**config.mk**
```make
export PLATFORM = sky130hd
export DESIGN_NAME = ifetch_flat
export DESIGN_NICKNAME = d
export VERILOG_FILES = /design/src/rtl/ifetch_pkg.sv /design/src/rtl/ifetch_if.sv /design/src/rtl/ifetch_skid.sv /design/src/rtl/ifetch.sv /design/src/flat_wrapper.sv
export SDC_FILE = /design/constraint.sdc
export NUM_CORES = 1
export LEC_CHECK = 0
export CORE_MARGIN = 2
export CORE_UTILIZATION = 45
export DETAILED_ROUTE_END_ITERATION = 7
export PLACE_DENSITY_LB_ADDON = 0.3
export SYNTH_ARGS = -nofsm -noshare
export SYNTH_HDL_FRONTEND = slang
export SYNTH_SLANG_ARGS = --single-unit
```
**constraint.sdc**
```tcl
create_clock -name clk -period 24.8 [get_ports clk]
set_input_delay 3.72 -clock clk [delete_from_list [all_inputs] [get_ports clk]]
set_output_delay 3.72 -clock clk [all_outputs]
set_load 0.005 [all_outputs]
```
**src/rtl/ifetch_pkg.sv**
```systemverilog
`default_nettype none
// ============================================================================
// ifetch_pkg : shared fetch-stage constants and FSM state type
// Revision   : 1.0
// ============================================================================
package ifetch_pkg;

    localparam logic [31:0] NOP_INSTR = 32'h0000_0013;

    typedef enum logic [1:0] {
        FETCH = 2'd0,
        WAIT  = 2'd1,
        HOLD  = 2'd2,
        DRAIN = 2'd3
    } ifetch_state_t;

endpackage
`default_nettype wire

```
**src/rtl/ifetch_if.sv**
```systemverilog
`default_nettype none
// ============================================================================
// ifetch_if : instruction-memory request/response channel
// Revision  : 1.0
// ============================================================================
interface ifetch_if #(
    parameter int XLEN = 64
) ();

    logic            imem_req_valid;
    logic            imem_req_ready;
    logic [XLEN-1:0] imem_req_addr;
    logic            imem_rsp_valid;
    logic [31:0]     imem_rsp_data;

    modport master (
        output imem_req_valid,
        output imem_req_addr,
        input  imem_req_ready,
        input  imem_rsp_valid,
        input  imem_rsp_data
    );

    modport slave (
        input  imem_req_valid,
        input  imem_req_addr,
        output imem_req_ready,
        output imem_rsp_valid,
        output imem_rsp_data
    );

endinterface
`default_nettype wire

```
**src/rtl/ifetch_skid.sv**
```systemverilog
`default_nettype none
// ============================================================================
// fetch_skid : one-entry {pc, instr} buffer with load / unload / clear
// Revision   : 1.0
// ============================================================================
module fetch_skid
    import ifetch_pkg::*;
#(
    parameter int XLEN = 64
) (
    input  wire logic            clk,
    input  wire logic            reset,
    input  wire logic            i_load,
    input  wire logic            i_unload,
    input  wire logic            i_clear,
    input  wire logic [XLEN-1:0] i_pc,
    input  wire logic [31:0]     i_instr,
    output logic                 o_valid,
    output logic      [XLEN-1:0] o_pc,
    output logic      [31:0]     o_instr
);

    logic            r_valid;
    logic [XLEN-1:0] r_pc;
    logic [31:0]     r_instr;

    // Clear wins so a flush can never leave a wrong-path word behind.
    always_ff @(posedge clk or posedge reset) begin
        if (reset) begin
            r_valid <= 1'b0;
            r_pc    <= '0;
            r_instr <= NOP_INSTR;
        end else if (i_clear) begin
            r_valid <= 1'b0;
        end else if (i_load) begin
            r_valid <= 1'b1;
            r_pc    <= i_pc;
            r_instr <= i_instr;
        end else if (i_unload) begin
            r_valid <= 1'b0;
        end
    end

    assign o_valid = r_valid;
    assign o_pc    = r_pc;
    assign o_instr = r_instr;

endmodule
`default_nettype wire

```
**src/rtl/ifetch.sv**
```systemverilog
`default_nettype none
// ============================================================================
// ifetch : fetch PC, single-outstanding imem requests, IF/ID register + skid
// Revision : 1.0
// ============================================================================
module ifetch
    import ifetch_pkg::*;
#(
    parameter int              XLEN     = 64,
    parameter logic [XLEN-1:0] RESET_PC = {XLEN{1'b0}}
) (
    input  wire logic            clk,
    input  wire logic            reset,
    input  wire logic            stall,
    input  wire logic            flush,
    input  wire logic [XLEN-1:0] redirect_pc,
    ifetch_if.master             imem,
    output logic      [XLEN-1:0] pc,
    output logic      [31:0]     instr,
    output logic                 instr_valid
);

    ifetch_state_t   r_state;
    ifetch_state_t   w_state_n;
    logic            r_run;
    logic [XLEN-1:0] r_fetch_pc;
    logic [XLEN-1:0] w_fetch_pc_n;
    logic [XLEN-1:0] r_pc;
    logic [XLEN-1:0] w_pc_n;
    logic [31:0]     r_instr;
    logic [31:0]     w_instr_n;
    logic            r_valid;
    logic            w_valid_n;
    logic            w_req_valid;
    logic            w_skid_load;
    logic            w_skid_unload;
    logic            w_skid_clear;
    logic            w_skid_valid;
    logic [XLEN-1:0] w_skid_pc;
    logic [31:0]     w_skid_instr;
    logic [XLEN-1:0] w_rsp_pc;

    // fetch_pc only advances on acceptance, so the outstanding request is 4 behind.
    assign w_rsp_pc = r_fetch_pc - XLEN'(4);

    fetch_skid #(
        .XLEN (XLEN)
    ) u_skid (
        .clk      (clk),
        .reset    (reset),
        .i_load   (w_skid_load),
        .i_unload (w_skid_unload),
        .i_clear  (w_skid_clear),
        .i_pc     (w_rsp_pc),
        .i_instr  (imem.imem_rsp_data),
        .o_valid  (w_skid_valid),
        .o_pc     (w_skid_pc),
        .o_instr  (w_skid_instr)
    );

    always_ff @(posedge clk or posedge reset) begin
        if (reset) begin
            r_state    <= FETCH;
            r_run      <= 1'b0;
            r_fetch_pc <= RESET_PC;
            r_pc       <= '0;
            r_instr    <= NOP_INSTR;
            r_valid    <= 1'b0;
        end else begin
            r_state    <= w_state_n;
            r_run      <= 1'b1;
            r_fetch_pc <= w_fetch_pc_n;
            r_pc       <= w_pc_n;
            r_instr    <= w_instr_n;
            r_valid    <= w_valid_n;
        end
    end

    always_comb begin
        w_state_n     = r_state;
        w_fetch_pc_n  = r_fetch_pc;
        w_pc_n        = r_pc;
        w_instr_n     = r_instr;
        w_valid_n     = r_valid;
        w_req_valid   = 1'b0;
        w_skid_load   = 1'b0;
        w_skid_unload = 1'b0;
        w_skid_clear  = 1'b0;

        // Decode takes the current word whenever it is not stalled.
        if (!stall) begin
            w_valid_n = 1'b0;
            w_instr_n = NOP_INSTR;
        end

        case (r_state)
            FETCH: begin
                w_req_valid = r_run;
                if (r_run && imem.imem_req_ready) begin
                    w_state_n    = WAIT;
                    w_fetch_pc_n = r_fetch_pc + XLEN'(4);
                end
            end
            WAIT: begin
                if (imem.imem_rsp_valid) begin
                    if (!stall) begin
                        w_pc_n      = w_rsp_pc;
                        w_instr_n   = imem.imem_rsp_data;
                        w_valid_n   = 1'b1;
                        w_req_valid = !flush;
                        if (!flush && imem.imem_req_ready) begin
                            w_fetch_pc_n = r_fetch_pc + XLEN'(4);
                        end else begin
                            w_state_n = FETCH;
                        end
                    end else begin
                        w_skid_load = 1'b1;
                        w_state_n   = HOLD;
                    end
                end
            end
            HOLD: begin
                if (!stall) begin
                    w_pc_n        = w_skid_pc;
                    w_instr_n     = w_skid_instr;
                    w_valid_n     = w_skid_valid;
                    w_skid_unload = 1'b1;
                    w_state_n     = FETCH;
                end
            end
            DRAIN: begin
                if (imem.imem_rsp_valid) begin
                    w_state_n = FETCH;
                end
            end
            default: begin
                w_state_n = FETCH;
            end
        endcase

        // A request still in flight after this edge must be drained before refetching.
        if (flush) begin
            w_fetch_pc_n  = redirect_pc & ~(XLEN'(3));
            w_pc_n        = '0;
            w_instr_n     = NOP_INSTR;
            w_valid_n     = 1'b0;
            w_skid_clear  = 1'b1;
            w_skid_load   = 1'b0;
            w_skid_unload = 1'b0;
            if (((r_state == WAIT) || (r_state == DRAIN)) && !imem.imem_rsp_valid) begin
                w_state_n = DRAIN;
            end else if ((r_state == FETCH) && r_run && imem.imem_req_ready) begin
                w_state_n = DRAIN;
            end else begin
                w_state_n = FETCH;
            end
        end
    end

    assign imem.imem_req_valid = w_req_valid;
    assign imem.imem_req_addr  = r_fetch_pc;
    assign pc                  = r_pc;
    assign instr               = r_instr;
    assign instr_valid         = r_valid;

endmodule
`default_nettype wire
```
**src/flat_wrapper.sv**
```systemverilog
// flat-port wrapper written by rule: the top's interface ports become plain ports
module ifetch_flat import ifetch_pkg::*;
#(
    parameter int              XLEN     = 64,
    parameter logic [XLEN-1:0] RESET_PC = {XLEN{1'b0}}
)
  (clk, reset, stall, flush, redirect_pc, pc, instr, instr_valid, imem_imem_req_valid, imem_imem_req_addr, imem_imem_req_ready, imem_imem_rsp_valid, imem_imem_rsp_data);
  ifetch_if #(.XLEN(XLEN)) imem_i ();
  input  wire logic clk;
  input  wire logic reset;
  input  wire logic stall;
  input  wire logic flush;
  input  wire logic [XLEN-1:0] redirect_pc;
  output logic      [XLEN-1:0] pc;
  output logic      [31:0] instr;
  output logic instr_valid;
  output wire logic [$bits(imem_i.imem_req_valid)-1:0] imem_imem_req_valid;
  output wire logic [$bits(imem_i.imem_req_addr)-1:0] imem_imem_req_addr;
  input wire logic [$bits(imem_i.imem_req_ready)-1:0] imem_imem_req_ready;
  input wire logic [$bits(imem_i.imem_rsp_valid)-1:0] imem_imem_rsp_valid;
  input wire logic [$bits(imem_i.imem_rsp_data)-1:0] imem_imem_rsp_data;
  assign imem_imem_req_valid = imem_i.imem_req_valid;
  assign imem_imem_req_addr = imem_i.imem_req_addr;
  assign imem_i.imem_req_ready = imem_imem_req_ready;
  assign imem_i.imem_rsp_valid = imem_imem_rsp_valid;
  assign imem_i.imem_rsp_data = imem_imem_rsp_data;
  ifetch #(.XLEN(XLEN), .RESET_PC(RESET_PC)) u_core (.clk(clk), .reset(reset), .stall(stall), .flush(flush), .redirect_pc(redirect_pc), .imem(imem_i), .pc(pc), .instr(instr), .instr_valid(instr_valid));
endmodule
```
== Yosys cells after proc, flatten, opt, wreduce, memory -nomap -nowiden ==
Index checks and enable logic that the tools add are counted.

* Bits in registers: 261
* Input bits: 102
* Output and inout bits: 162
* Word-level logic and storage cells: 85

* $add $sub $neg: 2
* Equality and inequality tests: 10
* Mux-type cells: 47
* Bitwise logic cells: 1
* Reductions and logical operators: 16

{| class="wikitable"
|+ Operators by type and width
! cell !! count
|-
| two-way mux 64 bit || 9
|-
| one-hot mux 64 bit (2 select lines) || 2
|-
| two-way mux 32 bit || 5
|-
| adder 64 x 3 -> 64 bit (second input constant) || 1
|-
| one-hot mux 32 bit (2 select lines) || 1
|-
| subtractor 64 x 3 -> 64 bit (second input constant) || 1
|-
| two-way mux 1 bit || 18
|-
| two-way mux 2 bit || 9
|-
| != test 3 bit (second input constant) || 4
|-
| AND reduction 5 bit || 2
|-
| nonzero test 3 bit || 3
|-
| one-hot mux 2 bit (4 select lines) || 1
|-
| != test 3 x 2 -> 1 bit (second input constant) || 2
|-
| logical AND 1 bit || 5
|-
| equality test 2 bit (second input constant) || 2
|-
| != test 4 bit (second input constant) || 1
|-
| one-hot mux 1 bit (2 select lines) || 2
|-
| AND reduction 4 bit || 1
|-
| equality test 2 x 1 -> 1 bit (second input constant) || 1
|-
| logical NOT 1 bit || 2
|-
| logical NOT 2 bit || 1
|-
| AND reduction 2 bit || 1
|-
| logical OR 1 bit || 1
|-
| NOT 1 bit || 1
|}

== Logic depth before layout (Yosys ltp) ==
* Depth after elaboration: 7
* Depth in mapped cells: 10
* Mapped depth without buffers: 8

== Hierarchy ==
A second synthesis with hierarchy kept.

* Cells, all modules: 1329
* Area, all modules: 13703.1 um^2

{| class="wikitable"
|+ By module, submodules not included
! module !! times used !! cells an instance !! area an instance (um^2) !! seq. area each (um^2)
|-
| ifetch || 1 || 1120 || 9884.5 || 4057.6
|-
| fetch_skid || 1 || 209 || 3818.7 || 2431.1
|}

== Worst setup path before layout ==
No wires, ideal clock.

* Path type: input port to output port
* From: input imem_imem_rsp_valid
* To: output imem_imem_req_valid
* Arrival: 4.599 ns
* Data required time: 21.080 ns
* Path slack: 16.481 ns
* Stages: 4
* Buffers on the path: 2
* Cells stage by stage: nor2b_1 -> clkbuf_1 -> clkbuf_1 -> a32o_1

* Longest elaborated chain between the ends: 2

{| class="wikitable"
|+ Ends and longest elaborated chain
! element !! RTL line !! text
|-
| start, declared || flat_wrapper.sv:20 || <nowiki>input wire logic [$bits(imem_i.imem_rsp_valid)-1:0] imem_imem_rsp_valid;</nowiki>
|-
| two-way mux 1 bit || ifetch.sv:105 || <nowiki>if (imem.imem_rsp_valid) begin</nowiki>
|-
| one-hot mux 1 bit (2 select lines) || ifetch.sv:96 || <nowiki>case (r_state)</nowiki>
|-
| end, declared || flat_wrapper.sv:17 || <nowiki>output wire logic [$bits(imem_i.imem_req_valid)-1:0] imem_imem_req_valid;</nowiki>
|}

No other way between the ends.

== Worst setup path in the final report ==
* From: input flush
* To: output imem_imem_req_valid

* Longest elaborated chain between the ends: 4

{| class="wikitable"
|+ Ends and longest elaborated chain
! element !! RTL line !! text
|-
| start, declared || flat_wrapper.sv:12 || <nowiki>input wire logic flush;</nowiki>
|-
| logical NOT 1 bit || ifetch.sv:110 || <nowiki>w_req_valid = !flush;</nowiki>
|-
| two-way mux 1 bit || ifetch.sv:106 || <nowiki>if (!stall) begin</nowiki>
|-
| two-way mux 1 bit || ifetch.sv:105 ||
|-
| one-hot mux 1 bit (2 select lines) || ifetch.sv:96 ||
|}

No other way between the ends.

==> key figures <==
GRT
  – Vias in the first global route: between 10,000 and 15,000
  – Gr ovfl total: 0
  – First-pass GRT wire length: roughly 62,000 um
  – Largest net degree at the start of global routing: ~120
  – Tot GR Track Use: around 26%
  – Antenna violations before repair: 5

Place
  – HPWL Detailed: 27,000 um
  – GP Congestion: ~0.86
  – Dpl cells: 1,957
  – PortBufs: 259

Synth
  – Post-synthesis sequential area ratio: around 49%
  – Post-Syn Area per Cell: 9.21 um^2
  – Ys flop type: dfrtp_1
  – Cell Area, Synth: about 13,000 um^2
  – Yosys warns: 0
  – Number of synthesized flops with an enable pin: 0
  – Ys async rst share: 100%
  – Synth unique cells: 57
  – FF+latch count, synth: 256
  – Mapped Cells: ~1,400

Setup path
  – CP bufs+invs: 3
  – Worst EP required: around 21,000 ps
  – CP top delay family: buffers and inverters
  – R2R depth: 11
  – CP Capture Type: output port
  – Crit-path slowest cell: buf_4
  – Worst reg-to-reg setup slack: ~21,000 ps
  – Biggest cell delay along the critical path: between 600 and 700 ps
  – Crit-path max FO: 88
  – Crit path kind: input pin to output port
  – Worst path arrival time: slightly below 6000 ps
  – Critical path launch point type: input pin
  – Critical R2R Capture: u_core.pc[48]
  – Critical register-to-register path startpoint: u_core.r_state[0]
  – CP Cell Sequence: buf_4 > inv_1 > a32o_1 > clkdlybuf4s50_1

Final layout
  – Layout fillers: roughly 2,500
  – Layout area overhead: 29.2%
  – Final core utilization: 59.0%
  – Nets: around 1,700
  – Non-filler cells, final: approximately 2,000
  – Seq. cell area: about 6400 um^2
  – Commonest non-fill, non-tap cell in the layout: clkdlybuf4s50_1
  – Leading cell types in the layout, fill and taps excluded: clkdlybuf4s50_1 (258), dfrtp_1 (250), nand2_1 (218)
  – Area of the multi-input gates: between 6000 and 7000 um^2
  – Layout cell share with drive strength beyond 1: roughly 8.6%

Timing
  – Measured slew at the worst slew-check pin: about 1100 ps
  – Clock Skew: 14.7 ps
  – Final Hold Viols: 0
  – RSZ-0062 raised after global routing: false
  – Final max-slew violation count: 0
  – Min Tclk post-route: about 9500 ps
  – Final setup violation count: 0
  – Final TNS setup: 0 ps
  – Final Cycle Share: about two fifths
  – Worst slew margin: between 20 and 30%
  – Fmax: ~100 MHz

Detailed routing
  – DRT antenna net count: 0
  – Total number of vias: 11,300
  – WL final: roughly 40,000 um
  – # DRC: 0
  – DR iter-0 viols: between 1,000 and 1,500
  – Via/cell ratio: 5.63
  – Wire per inst: between 15 and 20 um
  – Drt pass-1 iters: 5

Worst hold path
  – Hold/Removal Path Class: register to register
  – Hold endpoint: u_core.u_skid.o_pc[16]
  – Min-Delay Startpoint: u_core.u_skid.o_pc[16]
  – Hold depth: 2

Floorplanning
  – Starting Density: 45.7%
  – Row count: 62
  – Die area: around 30,000 um^2
  – DIE WIDTH: 174 um
  – Chip Height: between 150 and 200 um
  – Io pins: 264
  – Core region area: 28,600 um^2

CTS
  – Post_cts resized: 0
  – Max Buffers Root-to-Sink: 3
  – Root Driver: clkbuf_16
  – Clock-pin slew of the registers on the worst-case setup and hold paths: about 60 ps
  – Later-pin clock latency in the skew report: between 500 and 600 ps
  – Post-CTS Setup Inserts: 0
  – Cts bufs inserted: 29
  – Clock sink total: around 260
  – TritonCTS clock tree: yes
  – CTS H-tree depth: 1
  – # hold bufs at CTS: 0

Power and ir drop
  – VDD IR max: between 0.05 and 0.06 mV
  – PwrDens: between 90 and 100 nW/um^2
  – Leak Pwr: 6.67 nW

Run status
  – Status: finished clean

Flow run
  – Total of max-cap violations: 0
## worst min-delay path: stages (launching register included)
cell     delay [ps]
dfrtp_1         340
nand2_1          40
o21ai_0          60
## cell type report
| cell class | count | share of cell area, % |
|---|---|---|
| diodes | 4 | 0.0592 |
| clock buffers | 39 | 4.87 |
| clock inverters | 15 | 1.54 |
| inverters | 21 | 0.511 |
| multi-input cells | 1022 | 36.2 |
| flip-flops and latches | 256 | 38.0 |
| well taps | 384 | 2.84 |
| repair buffers | 274 | 16.0 |
## kinds of logic after synthesis
group | Yosys count | synth area share [%]
AOI/OAI and AO/OA | 355 | 16.3
xor gates and xnor gates | 116 | 7.77
adders and majority gates | 6 | 0.574
buffers and inverters | 143 | 4.42
DFF | 256 | 49.0
muxes | 40 | 3.44
other | 2 | 0.0574
and+or+nand+nor | 502 | 18.4
## layer usage
metal | GRT usage [%] | share of wire (%) | vias up | wire (um)
met5 | 0 | 0.033 | - | 13
met4 | 11.1 | 4.5 | 2 | 1760
met3 | 7.00 | 8.8 | 91 | 3450
met2 | 38.3 | 44 | 436 | 17400
met1 | 34.7 | 42 | 5478 | 16700
li1 | - | - | 5328 | -
## cells in the mapped netlist, types with 5 or more instances
master,number,share of area [%]
dfstp_2,6,1.2
or3_1,9,0.43
o211ai_1,5,0.29
ha_1,6,0.57
nand3_1,36,1.4
a21oi_1,19,0.73
or4_1,10,0.57
nor2b_1,5,0.24
a22o_1,14,0.94
a22oi_1,81,4.7
o21ai_0,186,7.1
xor2_1,45,3.0
o21ai_1,22,0.84
buf_1,8,0.23
dfrtp_1,250,48
nor4_1,15,0.72
nand4_1,22,1.1
a31oi_1,5,0.24
a32oi_1,10,0.67
nor2_1,95,2.7
and3_1,10,0.48
inv_1,20,0.57
xnor2_1,71,4.8
nor3_1,46,1.8
clkbuf_1,104,3.0
nand2_1,219,6.3
mux2_2,39,3.4
## worst max-delay path by stage
stage / slack, ps / cells past startpoint / to / from
after floorplan: 14050 / 1 / u_core.imem.imem_req_addr[10] / reset
after global placement: 15280 / 4 / imem_imem_req_valid / flush
after detailed placement: 15270 / 4 / imem_imem_req_valid / flush
after CTS: 15290 / 4 / imem_imem_req_valid / flush
after global routing: 15160 / 4 / imem_imem_req_valid / flush
final: 15260 / 4 / imem_imem_req_valid / flush
## registers in the layout, indices dropped and copies added (netlist names)
name                       cells
u_core.r_state                 2
u_core.r_run                   1
u_core.imem.imem_req_addr     62
u_core.pc                     63
u_core.instr_valid             1
u_core.u_skid.o_instr         32
u_core.u_skid.o_valid          1
u_core.u_skid.o_pc            62
u_core.instr                  32
## where the power goes
| group | internal [mW] | switching, mW | total, mW | leakage, nW |
|---|---|---|---|---|
| sequential | 0.545 | 0.0948 | 0.640 | 3.27 |
| clock | 0.305 | 0.178 | 0.483 | 0.533 |
| combinational | 0.211 | 0.228 | 0.440 | 2.86 |
## through the flow
stage	setup WS, ps	power [mW]	cell area (um^2)	hold WS [ps]
5_1_grt	15160	1.64	16900	499
6_report	15260	1.56	16900	479
2_1_floorplan	14050	0.865	13100	450
3_5_place_dp	15270	1.08	15800	470
4_1_cts	15290	1.57	16900	483
3_3_place_gp	15280	1.07	15800	461
No activity file was read; power rests on OpenSTA's default activity.
